File: config.mk
export PLATFORM = sky130hd
export DESIGN_NAME = ram_burst_sync
export DESIGN_NICKNAME = d
export VERILOG_FILES = /design/src/rtl/ram_burst_sync.sv
export SDC_FILE = /design/constraint.sdc
export NUM_CORES = 1
export LEC_CHECK = 0
export ABC_CLOCK_PERIOD_IN_PS = 2600
export BUFFER_PORTS_ARGS = -buffer_cell sky130_fd_sc_hd__buf_2
export CAP_MARGIN = 10
export CORE_ASPECT_RATIO = 0.8
export CORE_MARGIN = 1.5
export CORE_UTILIZATION = 45
export CTS_CLUSTER_DIAMETER = 40
export DETAILED_ROUTE_END_ITERATION = 6
export PLACE_DENSITY = 0.6
export SYNTH_ARGS = -nofsm -noshare
export SYNTH_HDL_FRONTEND = slang
export SYNTH_SLANG_ARGS = --single-unit
export TNS_END_PERCENT = 1
File: constraint.sdc
create_clock -name clk_i -period 2.6 [get_ports clk_i]
set_input_delay 0.26 -clock clk_i [delete_from_list [all_inputs] [get_ports clk_i]]
set_output_delay 0.26 -clock clk_i [all_outputs]
set_load 0.005 [all_outputs]
File: src/rtl/ram_burst_sync.sv
// Synchronous single-port RAM with a burst command interface: one command
// (start address + beat count) followed by handshaked write beats or fixed-latency read beats.
module ram_burst_sync #(
    parameter int unsigned WIDTH      = 8,
    parameter int unsigned DEPTH      = 5,
    parameter int unsigned BURST_BITS = 2
) (
    input  logic                  clk_i,
    input  logic                  rst_i,
    input  logic                  req_i,
    input  logic                  we_i,
    input  logic [DEPTH-1:0]      addr_i,
    input  logic [BURST_BITS-1:0] len_i,
    output logic                  gnt_o,
    input  logic [WIDTH-1:0]      wdata_i,
    input  logic                  wvalid_i,
    output logic                  wready_o,
    output logic [WIDTH-1:0]      rdata_o,
    output logic                  rvalid_o,
    output logic                  busy_o,
    output logic                  done_o
);

    localparam int unsigned WORDS = 2 ** DEPTH;

    // A burst may never revisit an address, so it must fit in memory.
    if (BURST_BITS > DEPTH) begin : g_bad_params
        $error("ram_burst_sync: BURST_BITS must not exceed DEPTH");
    end

    typedef enum logic [1:0] {
        ST_IDLE  = 2'd0,
        ST_WRITE = 2'd1,
        ST_READ  = 2'd2
    } state_e;

    state_e                state_q;
    logic [DEPTH-1:0]      ptr_q;
    logic [BURST_BITS-1:0] cnt_q;
    logic [WIDTH-1:0]      rdata_q;
    logic                  rvalid_q;
    logic                  done_q;
    logic                  busy_q;
    logic                  wready_q;
    logic [WIDTH-1:0]      mem_q [WORDS];
    logic                  wr_en_c;

    assign wr_en_c = (state_q == ST_WRITE) && wvalid_i;

    // Storage is deliberately left out of reset so contents survive an aborted burst.
    always_ff @(posedge clk_i) begin
        if (wr_en_c) begin
            mem_q[ptr_q] <= wdata_i;
        end
    end

    always_ff @(posedge clk_i or posedge rst_i) begin
        if (rst_i) begin
            state_q  <= ST_IDLE;
            ptr_q    <= '0;
            cnt_q    <= '0;
            rdata_q  <= '0;
            rvalid_q <= 1'b0;
            done_q   <= 1'b0;
            busy_q   <= 1'b0;
            wready_q <= 1'b0;
        end else begin
            rvalid_q <= 1'b0;
            done_q   <= 1'b0;
            case (state_q)
                ST_IDLE: begin
                    if (req_i) begin
                        ptr_q    <= addr_i;
                        cnt_q    <= len_i;
                        busy_q   <= 1'b1;
                        wready_q <= we_i;
                        state_q  <= we_i ? ST_WRITE : ST_READ;
                    end
                end
                ST_WRITE: begin
                    if (wvalid_i) begin
                        ptr_q <= ptr_q + DEPTH'(1);
                        cnt_q <= cnt_q - BURST_BITS'(1);
                        if (cnt_q == '0) begin
                            state_q  <= ST_IDLE;
                            done_q   <= 1'b1;
                            busy_q   <= 1'b0;
                            wready_q <= 1'b0;
                        end
                    end
                end
                ST_READ: begin
                    // One beat per edge; the pointer wraps modulo memory size.
                    rdata_q  <= mem_q[ptr_q];
                    rvalid_q <= 1'b1;
                    ptr_q    <= ptr_q + DEPTH'(1);
                    cnt_q    <= cnt_q - BURST_BITS'(1);
                    if (cnt_q == '0) begin
                        state_q <= ST_IDLE;
                        done_q  <= 1'b1;
                        busy_q  <= 1'b0;
                    end
                end
                default: begin
                    state_q  <= ST_IDLE;
                    busy_q   <= 1'b0;
                    wready_q <= 1'b0;
                end
            endcase
        end
    end

    assign gnt_o    = (state_q == ST_IDLE) && !rst_i;
    assign wready_o = wready_q;
    assign rdata_o  = rdata_q;
    assign rvalid_o = rvalid_q;
    assign busy_o   = busy_q;
    assign done_o   = done_q;

endmodule

# ---- Word level (Yosys, flattened, before mapping)
# Memory sizes are Yosys's and may differ from the RTL's. A register that Yosys moved wholly into a read port is not among the register bits.
# Index checks and enable logic that the tools add are counted.
dict set report classes {
  addsub 2
  n_eq_ne 5
  muxes 25
  bitwise 1
  reduce_logical 9
}
# cell n
set op_table {}
lappend op_table {{one-hot mux 5 bit (3 select lines)} 1}
lappend op_table {{2-to-1 mux 2 bit} 6}
lappend op_table {{one-hot mux 2 bit (3 select lines)} 2}
lappend op_table {{2-to-1 mux 1 bit} 11}
lappend op_table {{2-to-1 mux 5 bit} 2}
lappend op_table {{one-hot mux 1 bit (3 select lines)} 2}
lappend op_table {{adder 5 x 1 -> 5 bit (second input constant)} 1}
lappend op_table {{logical NOT 2 bit} 2}
lappend op_table {{!= test 2 bit (second input constant)} 2}
lappend op_table {{AND reduction 4 bit} 1}
lappend op_table {{AND reduction 3 bit} 1}
lappend op_table {{nonzero test 3 bit} 1}
lappend op_table {{== test 2 x 1 -> 1 bit (second input constant)} 1}
lappend op_table {{== test 2 bit (second input constant)} 1}
lappend op_table {{logical AND 1 bit} 2}
lappend op_table {{!= test 2 x 1 -> 1 bit (second input constant)} 1}
lappend op_table {{one-hot mux 1 bit (2 select lines)} 1}
lappend op_table {{AND reduction 2 bit} 1}
lappend op_table {{subtractor 2 x 1 -> 2 bit (second input constant)} 1}
lappend op_table {{logical NOT 1 bit} 1}
lappend op_table {{inverter 1 bit} 1}
dict set report totals {
  ff_bits 13
  ram_bits 256
  out_inout_bits 13
  wordCells 50
  memories 1
}
# name words width rd rd_ports_with_merged_regs write_ports line
set memory_table {}
lappend memory_table {mem_q 32 8 1 1 1 45} ;# logic [WIDTH-1:0] mem_q [WORDS];

# ---- Longest topological paths before layout
dict set report logic_depth {
  word_depth 4
  ltp_mapped 8
  depth_no_buf 7
}

# ---- Least setup slack after synthesis
# Ideal clock, no wire load.
dict set report synth_timing {
  path_type {reg-to-reg}
  from {register ptr_q[1]}
  to {memory mem_q[9][0] (enable)}
  setup_time_ps 370
  arrival_time_ps 1900
  required_time_ps 2230
  path_slack_ps 330
  path_stages_with_launch 9
  path_buffers 4
  path_cell_list {dfrtp_1 -> buf_2 -> buf_4 -> buf_4 -> buf_4 -> inv_1 -> ha_1 -> nand3_1 -> nor2_1}
}
# element line
set synth_lines {}
lappend synth_lines {{from (decl)} 38} ;# logic [DEPTH-1:0] ptr_q;
lappend synth_lines {{from (signal assigned)} 73} ;# ptr_q <= addr_i;
lappend synth_lines {{from (signal assigned)} 82} ;# ptr_q <= ptr_q + DEPTH'(1);
lappend synth_lines {{from (signal assigned)} 96} ;# ptr_q <= ptr_q + DEPTH'(1);
lappend synth_lines {{to (decl)} 45}
# No word-level cell before the write port.

==> flow_summary.json <==
{
  "max_freq_mhz": 427,
  "syn_nets": 657,
  "crit_path_start_kind": "register",
  "r2r_end": "rdata_o[3]",
  "cts-root-buf": "clkbuf_16",
  "peakVddDrop_v": 0.000522,
  "hold_viol_final": 0,
  "io_pins": 33,
  "path_clk_slew_ns": 0.06,
  "reg2reg_slack_ns": 0.26,
  "synth_cells": 625,
  "rsz0062_at_grt": "false",
  "cts_buffer_depth": 3,
  "critPathSlowestCell": "dfrtp_1",
  "path_buf_inv": 0,
  "die_w_um": 179,
  "status": "completed",
  "dpl.hpwl_mm": 16.6,
  "n_fill_cell": 1918,
  "cp_max_fo": 14,
  "wl_met3_mm": 2.05,
  "synth_edf_count": 256,
  "p_leak_nw": 4.57,
  "area_growth_pct": 17.8,
  "vias": 6092,
  "cts_tree": "yes",
  "worstPathArrival_ns": 2.69,
  "p_int_w": 0.00984,
  "whs_ns": 0.0107,
  "avgSynthCellArea_um2": 17.9,
  "dieArea_mm2": 0.0258,
  "power.density_mw_per_mm2": 1070,
  "p_sw_share_pct": 30.0,
  "cts_setup_buffers": 0,
  "worst-r2r-cell-count": 5,
  "yosysSeqAreaShare_pct": 73.5,
  "via_per_inst": 5.76,
  "critical_path.max_stage_delay_ns": 0.74,
  "die_y_um": 144,
  "min_path_type": "input port to asynchronous set/reset pin",
  "grt-ovfl-total": 0,
  "drt_pass1_iterations": 7,
  "critPathTopFamily": "compound AO/OA/AOI/OAI gates",
  "first_global_vias": 5999,
  "drive_gt1_share_pct": 26.7,
  "start_util_pct": 45.8,
  "finalSetupTns_ns": 0,
  "rows": 51,
  "cts-resized-gates": 0,
  "crit_end": "rdata_o[3]",
  "top_layer": "met4",
  "finalClockSkew_ns": 0.0149,
  "relSlewSlack_pct": 32.3,
  "synthFlopType": "edfxtp_1",
  "drc": 0,
  "pwr-share-clk_pct": 35.1,
  "drv_slew": 0,
  "cts.htree.levels": 2,
  "wl_met1_mm": 11.4,
  "core_area_mm2": 0.0244,
  "cts_hold_buffers": 0,
  "report.final.setup_viol": 0,
  "antenna_cells": 0,
  "pwr-share-comb_pct": 26.2,
  "rr_startpoint": "ptr_q[4]",
  "maxCapViolCount": 0,
  "crit_path_end_kind": "register",
  "path_depth": 5,
  "antenna_found_initial": 0,
  "grt_max_degree": 33,
  "async_reset_ff_share_pct": 7.58,
  "post-route-period-util_pct": 90.0,
  "first_iter_violations": 652,
  "tightest_slew_ns": 1.01,
  "worstPathRequired_ns": 2.95,
  "wl_mm": 25.6,
  "numCtsBuffers": 35,
  "worstPathCellList": "or4bb_1, o22ai_1, a211o_1, a221oi_1, a41oi_1",
  "track_usage_pct": 20.8,
  "cts_num_sinks": 277,
  "grt_pass1_wl_mm": 38.5,
  "net-switching-power_w": 0.00422,
  "crit_type": "register to register",
  "ys_types": 46,
  "wl_per_cell_um": 24.2,
  "clk_latency_ns": 0.51,
  "crit_start": "ptr_q[4]",
  "netlist_area_mm2": 0.0112,
  "synth_seq_cells": 277,
  "portBuffers": 32,
  "period_minus_slack_ns": 2.34,
  "detail-route-antenna-nets": 0,
  "p_seq_share_pct": 38.7,
  "met2_length_mm": 11.7,
  "nNetsFinal": 748,
  "yosysWarnings": 0,
  "globalplace.congestion": 0.915
}
-- layout make-up --
cell class,count,area (um^2),area share (%)
multi-input combinational,302,2710,20.6
tap,318,398,3.02
timing repair buffer,87,598,4.54
clock buffer,40,937,7.12
inverter,13,48.8,0.371
sequential,277,8220,62.4
clock inverter,20,254,1.93
-- per-layer routing --
layer | vias to the layer above | global-route usage (%)
met2 | 220 | 31.4
met4 | 0 | 6.39
li1 | 2673 | -
met3 | 41 | 5.58
met5 | - | 0
met1 | 3158 | 29.6
-- power groups by stage --
stage          clock, W  sequential, W  combinational (W)
2_1_floorplan         0        0.00528            0.00271
3_3_place_gp          0        0.00551            0.00359
3_5_place_dp          0        0.00552            0.00366
4_1_cts         0.00500        0.00544            0.00369
5_1_grt         0.00517        0.00546            0.00396
6_report        0.00493        0.00544            0.00369
-- through the flow --
stage / cell area (um^2) / worst slack [ns] / std cells / total power [W] / util (%)
floorplan: 11200 / 0.330 / 625 / 0.00799 / -
global placement: 12000 / 0.297 / 997 / 0.00911 / 49.1
detailed placement: 12000 / 0.232 / 997 / 0.00918 / 49.1
CTS: 13200 / 0.235 / 1057 / 0.0141 / 54.0
global route: 13200 / 0.167 / 1057 / 0.0146 / 54.0
finish: 13200 / 0.261 / 1057 / 0.0141 / 54.0
-- cell families (layout without fill, tap and decap cells) --
logic type	Yosys count	count (layout)	share of synthesized area, %
multiplexers	89	89	12.3
buffers and inverters	46	160	2.22
flip-flops	277	277	73.5
AND/OR/NAND/NOR	115	115	5.12
AO/OA/AOI/OAI	86	86	5.47
adder cells (fa/ha/maj)	12	12	1.34
-- Yosys cell counts, types with 4 or more instances --
master | count | area (um^2)
a211oi_1 | 4 | 30.0
a21oi_1 | 8 | 40.0
a221oi_1 | 5 | 43.8
a22o_1 | 7 | 61.3
a22oi_1 | 8 | 60.1
a31oi_1 | 4 | 25.0
buf_2 | 9 | 45.0
buf_4 | 9 | 67.6
buf_6 | 4 | 45.0
clkbuf_1 | 10 | 37.5
dfrtp_1 | 21 | 526
edfxtp_1 | 256 | 7690
ha_1 | 12 | 150
inv_1 | 13 | 48.8
mux2_2 | 8 | 90.1
mux2i_1 | 43 | 430
mux4_2 | 38 | 856
nand2_1 | 20 | 75.1
nand3_1 | 9 | 45.0
nor2_1 | 48 | 180
nor2b_1 | 10 | 62.6
nor3_1 | 7 | 35.0
o21ai_0 | 20 | 100
o221ai_1 | 4 | 35.0
o22ai_1 | 15 | 93.8
-- worst min path at each step --
| stage | from | end | slack, ns |
|---|---|---|---|
| 2_1_floorplan | rst_i | busy_o | 0.24 |
| 3_3_place_gp | cnt_q[0] | cnt_q[0] | 0.48 |
| 3_5_place_dp | cnt_q[0] | cnt_q[0] | 0.50 |
| 4_1_cts | rst_i | rdata_o[0] | 0.006 |
| 5_1_grt | rst_i | rdata_o[7] | 0.06 |
| 6_report | rst_i | rdata_o[0] | 0.01 |
-- registers in the layout, indices dropped and copies added (netlist names) --
name	count
done_o	1
mem_q	256
busy_o	1
rdata_o	8
cnt_q	2
ptr_q	5
state_q	2
wready_o	1
rvalid_o	1
-- cell usage in the layout (no fill, tap or decap), types with 4 or more instances in the layout --
master,n
nand3_1,9
inv_1,13
ha_1,12
buf_2,32
mux4_2,38
a31oi_1,4
o22ai_1,15
mux2_2,8
a21oi_1,8
nor2_1,48
dfrtp_1,19
nor3_1,7
clkbuf_16,37
buf_4,53
edfxtp_1,256
clkinvlp_4,6
a221oi_1,5
o21ai_0,20
nand2_1,20
o221ai_1,4
a22o_1,7
mux2i_1,43
a22oi_1,8
a211oi_1,4
nor2b_1,10
bufinv_16,5
No activity file was read; power rests on OpenSTA's default activity.
